[src/rtl/hiscore_ram_arbiter.sv]
// hiscore_ram_arbiter
//   Shares the game's single-port work RAM between the running CPU and the
//   hiscore engine. When the hiscore engine signals read or write intent, the
//   arbiter asks the pause module to stop the CPU. It waits for the paused
//   acknowledge plus a settle window, then hands the RAM port to the hiscore
//   engine. When the intent drops, it returns the port to the CPU and releases
//   the pause.
//
// Ports
//   clk_sys, reset          system clock, synchronous active-high reset
//   cpu_addr/wdata/we       CPU side of the RAM port; cpu_rdata returns data
//   hs_address/data_in      hiscore address and write data; hs_write strobe
//   hs_access_read/write    hiscore read / write intent; hs_data_out returns data
//   paused, pause_req       handshake with the pause module (pause_req registered)
//   hs_grant                hiscore engine owns the RAM port (registered)
//   ram_addr/wdata/we       muxed RAM port; ram_rdata has 1-cycle latency
module hiscore_ram_arbiter #(
  parameter int ADDR_W = 16,
  parameter int DATA_W = 8,
  parameter int SETTLE = 4
) (
  input  logic              clk_sys,
  input  logic              reset,
  input  logic [ADDR_W-1:0] cpu_addr,
  input  logic [DATA_W-1:0] cpu_wdata,
  input  logic              cpu_we,
  output logic [DATA_W-1:0] cpu_rdata,
  input  logic [ADDR_W-1:0] hs_address,
  input  logic [DATA_W-1:0] hs_data_in,
  input  logic              hs_write,
  input  logic              hs_access_read,
  input  logic              hs_access_write,
  output logic [DATA_W-1:0] hs_data_out,
  input  logic              paused,
  output logic              pause_req,
  output logic              hs_grant,
  output logic [ADDR_W-1:0] ram_addr,
  output logic [DATA_W-1:0] ram_wdata,
  output logic              ram_we,
  input  logic [DATA_W-1:0] ram_rdata
);

  typedef enum logic [2:0] {
    ST_IDLE,
    ST_REQ,
    ST_SETTLE,
    ST_GRANT,
    ST_RELEASE
  } state_t;

  localparam logic [3:0] SETTLE_LAST = 4'(SETTLE - 1);

  state_t     state_q, state_d;
  logic [3:0] cnt_q, cnt_d;
  logic       pause_req_q, pause_req_d;
  logic       hs_grant_q, hs_grant_d;
  logic       intent;

  assign intent = hs_access_read | hs_access_write;

  // Next-state logic. Losing the intent always wins over every other event,
  // so a withdrawn request goes through RELEASE even if paused arrives late.
  always_comb begin
    // NOTE: every signal gets a default first so no path can infer a latch.
    state_d = state_q;
    cnt_d   = cnt_q;
    unique case (state_q)
      ST_IDLE: begin
        if (intent) state_d = ST_REQ;
      end
      ST_REQ: begin
        if (!intent) begin
          state_d = ST_RELEASE;
        end else if (paused) begin
          state_d = ST_SETTLE;
          cnt_d   = '0;
        end
      end
      ST_SETTLE: begin
        if (!intent) begin
          state_d = ST_RELEASE;
        end else if (!paused) begin
          state_d = ST_REQ;
        end else if (cnt_q == SETTLE_LAST) begin
          state_d = ST_GRANT;
        end else begin
          cnt_d = cnt_q + 4'd1;
        end
      end
      ST_GRANT: begin
        if (!intent)      state_d = ST_RELEASE;
        else if (!paused) state_d = ST_REQ;
      end
      ST_RELEASE: state_d = ST_IDLE;
      default:    state_d = ST_IDLE;
    endcase
    // The handshake outputs are registered copies of the next state's decode.
    pause_req_d = (state_d == ST_REQ) || (state_d == ST_SETTLE) || (state_d == ST_GRANT);
    hs_grant_d  = (state_d == ST_GRANT);
  end

  always_ff @(posedge clk_sys) begin
    // NOTE: sequential state uses non-blocking assignments only.
    if (reset) begin
      state_q     <= ST_IDLE;
      cnt_q       <= '0;
      pause_req_q <= 1'b0;
      hs_grant_q  <= 1'b0;
    end else begin
      state_q     <= state_d;
      cnt_q       <= cnt_d;
      pause_req_q <= pause_req_d;
      hs_grant_q  <= hs_grant_d;
    end
  end

  assign pause_req = pause_req_q;
  assign hs_grant  = hs_grant_q;

  // Port mux, decoded from the registered state. SETTLE parks the port on the
  // hiscore address with writes off. In GRANT a write needs both the strobe
  // and write intent, and it is suppressed the moment the CPU is unpaused.
  always_comb begin
    ram_addr  = cpu_addr;
    ram_wdata = cpu_wdata;
    ram_we    = cpu_we;
    unique case (state_q)
      ST_SETTLE: begin
        ram_addr  = hs_address;
        ram_wdata = hs_data_in;
        ram_we    = 1'b0;
      end
      ST_GRANT: begin
        ram_addr  = hs_address;
        ram_wdata = hs_data_in;
        ram_we    = hs_write & hs_access_write & paused;
      end
      default: ;
    endcase
  end

  assign cpu_rdata   = ram_rdata;
  assign hs_data_out = ram_rdata;

endmodule

[config.mk]
export PLATFORM = sky130hd
export DESIGN_NAME = hiscore_ram_arbiter
export DESIGN_NICKNAME = d
export VERILOG_FILES = /design/src/rtl/hiscore_ram_arbiter.sv
export SDC_FILE = /design/constraint.sdc
export NUM_CORES = 1
export LEC_CHECK = 0
export ABC_CLOCK_PERIOD_IN_PS = 1600
export BUFFER_PORTS_ARGS = -buffer_cell sky130_fd_sc_hd__buf_4
export CORE_MARGIN = 4
export CORE_UTILIZATION = 32
export CTS_CLUSTER_DIAMETER = 40
export DETAILED_ROUTE_END_ITERATION = 10
export GPL_TIMING_DRIVEN = 0
export PLACE_DENSITY = 0.9
export SETUP_SLACK_MARGIN = 0.05
export SYNTH_ARGS = -nofsm -noshare
export SYNTH_HDL_FRONTEND = slang
export SYNTH_SLANG_ARGS = --single-unit
[constraint.sdc]
create_clock -name clk_sys -period 1.6 [get_ports clk_sys]
set_input_delay 0.16 -clock clk_sys [delete_from_list [all_inputs] [get_ports clk_sys]]
set_output_delay 0.16 -clock clk_sys [all_outputs]
set_load 0.02 [all_outputs]
==> results of run 1 <==
## cell usage in the layout (no fill, tap or decap)
cell | Yosys | routed
a21oi_1 | 6 | 4
a21oi_2 | 0 | 2
a32oi_1 | 1 | 1
buf_12 | 0 | 1
buf_16 | 0 | 1
buf_4 | 16 | 94
buf_6 | 0 | 23
buf_8 | 0 | 2
clkbuf_1 | 2 | 2
clkbuf_16 | 0 | 1
clkbuf_4 | 0 | 3
dfxtp_1 | 9 | 6
dfxtp_2 | 0 | 2
dfxtp_4 | 0 | 1
ha_2 | 0 | 1
inv_1 | 3 | 3
mux2_2 | 24 | 3
mux2_4 | 0 | 21
nand2_1 | 4 | 4
nand2b_1 | 4 | 2
nand2b_4 | 0 | 2
nand3_1 | 1 | 1
nand4_1 | 2 | 2
nand4b_1 | 1 | 1
nor2_1 | 1 | 1
nor2b_1 | 2 | 1
nor2b_2 | 0 | 1
nor3_1 | 2 | 2
nor3b_1 | 1 | 1
o211a_1 | 1 | 1
o21a_1 | 1 | 1
o21ai_0 | 5 | 4
o21ai_1 | 1 | 2
o41ai_1 | 1 | 1
or2_4 | 1 | 1
or3_4 | 0 | 1
or3b_4 | 0 | 1
or4_1 | 1 | 1
## synthesized netlist by cell type
| cell type | n |
|---|---|
| nor2b_1 | 2 |
| a21oi_1 | 6 |
| nand4_1 | 2 |
| or4_1 | 1 |
| mux2_2 | 24 |
| or3b_2 | 1 |
| or2_4 | 1 |
| buf_4 | 16 |
| nand2b_1 | 4 |
| inv_1 | 3 |
| or3_2 | 1 |
| o41ai_1 | 1 |
| clkbuf_1 | 2 |
| dfxtp_1 | 9 |
| nand3_1 | 1 |
| ha_1 | 1 |
| nor2_1 | 1 |
| o21ai_0 | 5 |
| o21ai_1 | 1 |
| buf_2 | 3 |
| o21a_1 | 1 |
| nor3_1 | 2 |
| nand2_1 | 4 |
| nor3b_1 | 1 |
| o211a_1 | 1 |
| a32oi_1 | 1 |
| nand4b_1 | 1 |
## worst min path at each step
stage | from | to | slack [ps] | cells after the start
global placement | paused | state_q[1] | 440 | 2
global route | paused | hs_grant | 200 | 3
CTS | paused | state_q[1] | 160 | 2
finish | paused | hs_grant | 190 | 3
detailed placement | paused | state_q[1] | 440 | 2
floorplan | paused | hs_grant | 300 | 2
## metrics by stage
| stage | hold WS, ps | power, W | cells | util, % | worst slack, ps |
|---|---|---|---|---|---|
| global placement | 438 | 0.000656 | 222 | 64.1 | 10.9 |
| CTS | 164 | 0.000900 | 231 | 73.6 | -14.7 |
| detailed placement | 439 | 0.000662 | 222 | 64.1 | -19.4 |
| floorplan | 303 | 0.000447 | 96 | - | 131 |
| global route | 199 | 0.000988 | 232 | 78.2 | -65.4 |
| finish | 190 | 0.000947 | 232 | 78.2 | -31.4 |
## flip-flops by register name (all words and copies together) (netlist names)
name       count
cnt_q          4
hs_grant       1
pause_req      1
state_q        3
## metal layers
layer | share of wire [%] | vias up | wire (µm) | global-route usage [%]
li1 | - | 538 | - | -
met1 | 34 | 542 | 1540 | 20.6
met2 | 54 | 68 | 2470 | 36.5
met3 | 10 | 7 | 466 | 6.32
met4 | 1.4 | 0 | 65 | 5.83
met5 | 0 | - | 0 | 0
## cell type report
class / instances / area (µm²)
Buffer: 20 / 174
Clock buffer: 4 / 26.3
Fill cell: 168 / 544
Inverter: 3 / 11.3
Multi-Input combinational cell: 63 / 623
Sequential cell: 9 / 186
Tap cell: 30 / 37.5
Timing Repair Buffer: 103 / 897
## worst max-delay path, stage by stage (launching register included)
cell and delay [ps]:
dfxtp_2 320, nand2b_4 140, buf_12 140, clkbuf_16 160, mux2_4 310, buf_6 140
## what timing repair did
item / in CTS / in global routing
buffers inserted: 4 / 1
pin swaps: 0 / 2
setup endpoints to repair: 27 / 26
resized for setup: 44 / 24
cloned: 1 / 1
## kinds of logic (layout without fill, tap and decap cells)
family          Yosys count  after routing  synth area share (%)
buf+inv                  24            130                  18.2
simple gates             22             22                  15.7
fa+ha+maj                 1              1                  1.48
compound gates           16             16                  11.3
flops                     9              9                  21.3
mux                      24             24                  32.0
## report_power, final
part | internal, W | switching (W) | leakage, nW
Clock | 0.0000965 | 0.0000845 | 0.0150
Sequential | 0.000230 | 0.00000811 | 0.0750
Combinational | 0.000312 | 0.000217 | 0.951
Total | 0.000638 | 0.000309 | 1.04
==> metrics, run 1 <==
Hold Crit Class in2reg; post-route ant nets 0; Worst R2R End cnt_q[3]; Slew headroom between 70% and 80%; total grt overflow 0; number of CTS-inserted buffers 3; CTS Buffer Depth 2; final number of hold-violating endpoints 0; PnR worst setup slack -31.4 ps; Worst VDD drop around 0.62 mV; # DRC 0; IO buf count 96; Via-to-Cell Ratio 4.98; Leakage Power roughly 1.0 nW; CP endpoint ram_wdata[5]; Total Routing Usage GR 19.6%; setup TNS -129 ps; violated checks negative setup slack; CP max FO 8; Crit. End Element output port; final WL about 4500 µm; Final Instance Area 1960 µm²; status finished, violations left; max-cap viol count 0; Mapped Avg Cell Area 8.80 µm²; CP Class reg2out; DRT iter0 DRCs 39; DR pass1 iterations 4; RD Place Congestion 0.785; Critical Path RT 1440 ps; NumNets Final ~270; die height 59.4 µm; fin crit share 102%; Cell variety after synth 27; # rows 18; RSZ-0062 raised after global routing true; fin crit period 1630 ps; Clock Skews 1.54 ps; Cells after Synth 96; synth-to-layout area growth 132%; Initial Util between 30 and 40%; Reg2Reg Depth 5; drt wl/cell 19.6 µm; die boundary width between 50 and 60 µm; r2r setup slk 80 ps; Antenna diodes 0; post-synthesis sequential area ratio 21.3%; Reg clk slew, reported paths 60 ps; Root Buffer clkbuf_4; Final Max Slew Viols 0; die area 3530 µm²; Synthesis Warnings 0; Arr. time, crit path roughly 1500 ps; CTS sink count 9; CTS tree done; IO Pins 106; core area 2500 µm²; Power Density 484 nW/µm²; setup violators final 8; first-pass GRT wire length 5150 µm; htree depth 1; origin of the worst setup path state_q[2]; post-synthesis register bit count 9; initial antenna violation count 0; total number of vias 1,155; Placement Cell Area around 1600 µm²; Synth area leader mux2_2; Mapped Nets 160; fmax 613 MHz; DP HPWL 2770 µm; R2R Path Start state_q[2]; vias in the first global route 1,051; Syn Std Cell Area around 840 µm²; top post-synthesis cells by area mux2_2 32%, dfxtp_1 21%, buf_4 14%, a21oi_1 3.6%, nand2b_1 3.0%; Worst Tran Pin Value 426 ps; post-synth top area share 32.0%; Setup crit start kind flop; later-pin clock latency in the skew report ~270 ps; share of cells above drive strength 1 ~80%; largest net degree at the start of global routing 11; hold_buf cts 0
No activity file was read; power rests on OpenSTA's default activity.
==> run 2: changes to the inputs <==
--- a/config.mk
+++ b/config.mk
@@ -8,5 +8,4 @@
 export ABC_CLOCK_PERIOD_IN_PS = 1600
 export BUFFER_PORTS_ARGS = -buffer_cell sky130_fd_sc_hd__buf_4
-export CORE_MARGIN = 4
 export CORE_UTILIZATION = 32
 export CTS_CLUSTER_DIAMETER = 40
==> constraint.sdc (replaced) <==
create_clock -name clk_sys -period 1.6 [get_ports clk_sys]
set_input_delay 0.08 -clock clk_sys [delete_from_list [all_inputs] [get_ports clk_sys]]
set_output_delay 0.08 -clock clk_sys [all_outputs]
set_load 0.02 [all_outputs]
==> run 2 against run 1 <==
Effect of this change:
- the flow now finishes without violations
- die area shrank 19%
- clock power shrank 3%
- routed wire length shrank 16%
- first-iteration DRC count shrank 44%
- via count shrank 1.1%
- combinational power shrank 5.9%
- critical path type unchanged
- highest routed layer unchanged
==> metrics, run 2 (synthesized netlist as in run 1, its figures left out) <==
Power Density 484 nW/µm² (about the same); fin crit period 1580 ps (-49.6 ps); RSZ-0062 raised after global routing true; Slew headroom 71.6% (+0.25 points); final WL 3820 µm (-16%); Final Non-Filler Cells 233 (+0.43%); Leakage Power 0.964 nW (-7.4%); most frequent cells in the layout 100 x buf_4, 17 x buf_6, 16 x mux2_2, 8 x mux2_4, 6 x dfxtp_1; htree depth 1 (unchanged); # DRC 0 (unchanged); final hold slack 92.6 ps (-97.2 ps); setup TNS 0 ps (+129 ps); max reg flops 4 (unchanged); NumNets Final 268 (+0.37%); Final Instance Area 1870 µm² (-4.2%); Critical Path RT 1520 ps (+80 ps); DR pass1 iterations 4 (unchanged); max-cap viol count 0 (unchanged); DP HPWL 2530 µm (-8.6%); synth-to-layout area growth 122%; die area 2850 µm² (-19%); CTS tree done; fin crit share 98.9% (-3.1 points); largest reg by FF count cnt_q; Crit. End Element output port; CTS Buffer Depth 2 (unchanged); die boundary width 53.4 µm (-10%); later-pin clock latency in the skew report 260 ps (about the same); Reg clk slew, reported paths 60 ps (about the same); r2r setup slk 150 ps (+70 ps); Root Buffer clkbuf_4; Worst VDD drop 0.510 mV (-18%); Largest regs cnt_q: 4 flops, state_q: 3 flops; Clock Skews 0.875 ps (-0.664 ps); Hold Crit Class in2reg; drt wl/cell 16.4 µm (-16%); total number of vias 1,142 (-1.1%); core area 2480 µm² (-0.90%); share of cells above drive strength 1 78.3% (-1.4 points); setup violators final 0 (-8); fmax 632 MHz (+3.1%); IO buf count 96 (unchanged); Placement Cell Area 1600 µm² (unchanged); Via-to-Cell Ratio 4.90 (-1.5%); DP Cell Count 222 (unchanged); RD Place Congestion 0.770 (-1.9%); Worst Tran Pin Value 422 ps (-3.67 ps); Fillers 169 (+0.60%); CP max FO 7 (-1); Setup crit start kind flop; DRT iter0 DRCs 22 (-44%); number of CTS-inserted buffers 3 (unchanged); IO Pins 106 (unchanged); post-route ant nets 0 (unchanged); status complete, no violations; initial antenna violation count 0 (unchanged); Initial Util 34.1% (+0.31 points); Arr. time, crit path 1500 ps (+30 ps); vias in the first global route 927 (-12%); Antenna diodes 0 (unchanged); die height 53.4 µm (-10%); first-pass GRT wire length 3880 µm (-25%); Final Max Slew Viols 0 (unchanged); largest net degree at the start of global routing 11 (unchanged); Total Routing Usage GR 18.8% (-0.80 points); commonest non-fill, non-tap cell in the layout buf_4; CTS sink count 9 (unchanged); final number of hold-violating endpoints 0 (unchanged); CP Class reg2out; total grt overflow 0 (unchanged); # rows 18 (unchanged)
==> run 2: cell count changes in the layout (fill, tap and decap cells not counted), moves of 2 or more <==
| cell | before | now |
|---|---|---|
| mux2_2 | 3 | 16 |
| buf_4 | 94 | 100 |
| buf_6 | 23 | 17 |
| a21oi_2 | 2 | 0 |
| mux2_4 | 21 | 8 |
==> run 2: final timing paths <==
check | depth (start not counted) | startpoint | to
max | 5 | state_q[2] | ram_addr[8]
min | 2 | paused | state_q[1]
max reg2reg | 5 | cnt_q[0] | cnt_q[0]
min reg2reg | 2 | cnt_q[0] | cnt_q[0]
==> run 2: worst max-delay path, cell delays in order, from the launching register on <==
cell	delay [ps]
dfxtp_2	340
nand2b_4	120
buf_8	140
buf_8	120
mux2_2	360
buf_4	160
==> run 2: layout make-up <==
cell class | instances | area [µm²] | area share [%]
Multi-Input combinational cell | 63 | 567 | 30.3
Inverter | 3 | 11.3 | 0.601
Sequential cell | 9 | 186 | 9.95
Tap cell | 30 | 37.5 | 2.00
Clock buffer | 4 | 26.3 | 1.40
Buffer | 21 | 173 | 9.22
Timing Repair Buffer | 103 | 872 | 46.6
==> run 2: stage by stage <==
step | power [W] | util [%] | worst slack [ps]
2_1_floorplan | 0.000447 | - | 131
3_3_place_gp | 0.000655 | 64.7 | 15.6
3_5_place_dp | 0.000662 | 64.7 | 1.57
4_1_cts | 0.000849 | 67.8 | 30.4
5_1_grt | 0.000942 | 75.6 | -31.0
6_report | 0.000907 | 75.6 | 18.2
==> run 2: where the power goes <==
part	switching, W	internal, W	total, W
logic	0.000209	0.000289	0.000498
registers	0.00000388	0.000230	0.000233
clock network	0.0000796	0.0000961	0.000176
total	0.000293	0.000614	0.000907
==> run 2: metal layers <==
layer  up-vias  GRT usage, %  wire length (µm)
li1        538             -                 -
met1       524          18.4              1250
met2        70          36.3              2040
met3        10          4.31               424
met4         0          8.77                98
met5         -             0                 0
==> run 2: what timing repair did <==
action / in CTS / in global routing
gates resized for setup: 12 / 32
endpoints found under the setup margin: 21 / 25
setup buffers: 2 / 3
gates cloned: 0 / 2
hold buffers: 0 / 0
==> run 3: changes to the inputs <==
Settings changed: PLACE_DENSITY 0.9 to 0.8.
==> run 3 against run 2 <==
Effect of this change:
- largest power group unchanged
- via count fell by 2.1%
- routed wire length shrank 3.7%
- clock power is essentially flat
- clock skew rose by 8.2 ps
- critical path depth is the same
- combinational power is 4.6% higher
- register-to-register slack got worse by 40 ps
- sequential share of layout area decreased by 0.43 points
- sequential power rose by 2%
- highest routed layer unchanged
- total power increased by 3.4%
==> metrics, run 3 (synthesized netlist as in run 1, its figures left out) <==
RSZ-0062 raised after global routing true; DR pass1 iterations 4 (unchanged); Critical Path RT 1520 ps (about the same); slowest stage cell, crit path mux2_2; status complete, no violations; Largest regs cnt_q: 4 flops, state_q: 3 flops; largest reg by FF count cnt_q; core area 2480 µm² (unchanged); number of CTS-inserted buffers 3 (unchanged); total grt overflow 0 (unchanged); CTS tree done; # rows 18 (unchanged); fin crit period 1570 ps (-13.7 ps); synth-to-layout area growth 130%; later-pin clock latency in the skew report 270 ps (about the same); Slew headroom 71.1% (-0.54 points); CP max FO 5 (-2); # DRC 0 (unchanged); DP HPWL 2460 µm (-2.6%); fmax 638 MHz (+0.88%); IO Pins 106 (unchanged); CTS sink count 9 (unchanged); Critical Path, Cell by Cell nand2b_4 -> buf_8 -> buf_8 -> mux2_2 -> buf_4; post-route ant nets 0 (unchanged); Power Density 482 nW/µm² (-0.38%); largest net degree at the start of global routing 11 (unchanged); drt wl/cell 16.0 µm (-2.4%); Final Max Slew Viols 0 (unchanged); first-pass GRT wire length 3730 µm (-3.9%); Place WS -69.6 ps (-71.2 ps); total number of vias 1,118 (-2.1%); Worst VDD drop 0.595 mV (+17%); commonest non-fill, non-tap cell in the layout buf_4; vias in the first global route 883 (-4.7%); CP Class reg2out; final number of hold-violating endpoints 0 (unchanged); hold_buf cts 0 (unchanged); CTS Buffer Depth 2 (unchanged); Leakage Power 1.04 nW (+8.3%); Final Instance Area 1940 µm² (+3.8%); setup violators final 0 (unchanged); die area 2850 µm² (unchanged); final core occ 78.5% (+2.9 points); die boundary width 53.4 µm (unchanged); Arr. time, crit path 1490 ps (about the same); Via-to-Cell Ratio 4.86 (-0.82%); IO buf count 96 (unchanged); Worst Tran Pin Value 430 ps (+8.07 ps); Reg clk slew, reported paths 60 ps (about the same); DRT iter0 DRCs 12 (-45%); Root Buffer clkbuf_4; max reg flops 4 (unchanged); RD Place Congestion 0.779 (+1.1%); final WL 3680 µm (-3.7%); most frequent cells in the layout 91 x buf_4, 23 x mux2_4, 23 x buf_6, 7 x dfxtp_1; NumNets Final 265 (-1.1%); cell family with most CP delay buffers and inverters; max-cap viol count 0 (unchanged); Setup crit start kind flop; die height 53.4 µm (unchanged); most used cell, CP buf_8; Antenna diodes 0 (unchanged); Initial Util 34.1% (unchanged); htree depth 1 (unchanged); Buf/Inv on CP 3 (unchanged); Worst path max stage delay 340 ps (-20 ps); Clock Skews 9.10 ps (+8.23 ps); Placement Cell Area 1600 µm² (unchanged); Hold Crit Class in2reg; Total Routing Usage GR 18.3% (-0.51 points); fin crit share 98.0% (-0.86 points); share of cells above drive strength 1 78.0% (-0.33 points); Fillers 154 (-8.9%); initial antenna violation count 0 (unchanged); Crit. End Element output port; PnR worst setup slack 31.9 ps (+13.7 ps)
run 3: area by class of cell:
type                       instances  area [µm²]  area share (%)
clock buffer                       4        26.3            1.35
multi-input combinational         63         623            32.0
inverter                           3        11.3           0.579
timing repair buffer             101         892            45.9
tap                               30        37.5            1.93
sequential                         9         185            9.52
buffer                            20         169            8.69
run 3: worst paths after layout:
kind / start / to / slack (ps) / depth (start not counted)
setup / recovery: state_q[2] / ram_addr[1] / 30 / 5
hold / removal: paused / state_q[1] / 100 / 2
setup reg to reg: cnt_q[0] / cnt_q[1] / 110 / 5
hold reg to reg: state_q[2] / state_q[2] / 510 / 2
run 3: stage by stage:
| stage | std cells | TNS, ps | total power [W] | hold slack (ps) |
|---|---|---|---|---|
| CTS | 227 | 0 | 0.000852 | 99.2 |
| floorplan | 96 | 0 | 0.000447 | 223 |
| finish | 230 | 0 | 0.000938 | 98.3 |
| global placement | 222 | 0 | 0.000652 | 354 |
| detailed placement | 222 | -139 | 0.000660 | 358 |
| global route | 230 | 0 | 0.000973 | 99.7 |
run 3: report_power, final:
part	switching [W]	total (W)	internal (W)	leakage [nW]
Sequential	0.00000842	0.000238	0.000230	0.0745
Combinational	0.000210	0.000521	0.000311	0.955
Clock	0.0000830	0.000179	0.0000963	0.0150
run 3: routing by layer:
layer  up-vias  global-route usage, %  wire length [µm]
met5         -                      0                 0
met4         0                   6.58                59
met3         6                   3.45               349
met2        66                   37.7              2000
met1       512                   17.1              1270
li1        534                      -                 -
run 3: repair_timing:
item	in CTS	in global routing
pin swaps	1	0
hold endpoints to repair	0	0
setup buffers	1	2
resized for setup	13	51
endpoints found under the setup margin	22	27
cloned	0	2
run 3: worst register-to-register path, stage by stage, from the launching register on:
cell	delay, ps
dfxtp_1	380
ha_2	220
or3b_4	420
a21oi_4	160
o21ai_0	100
a21oi_1	140
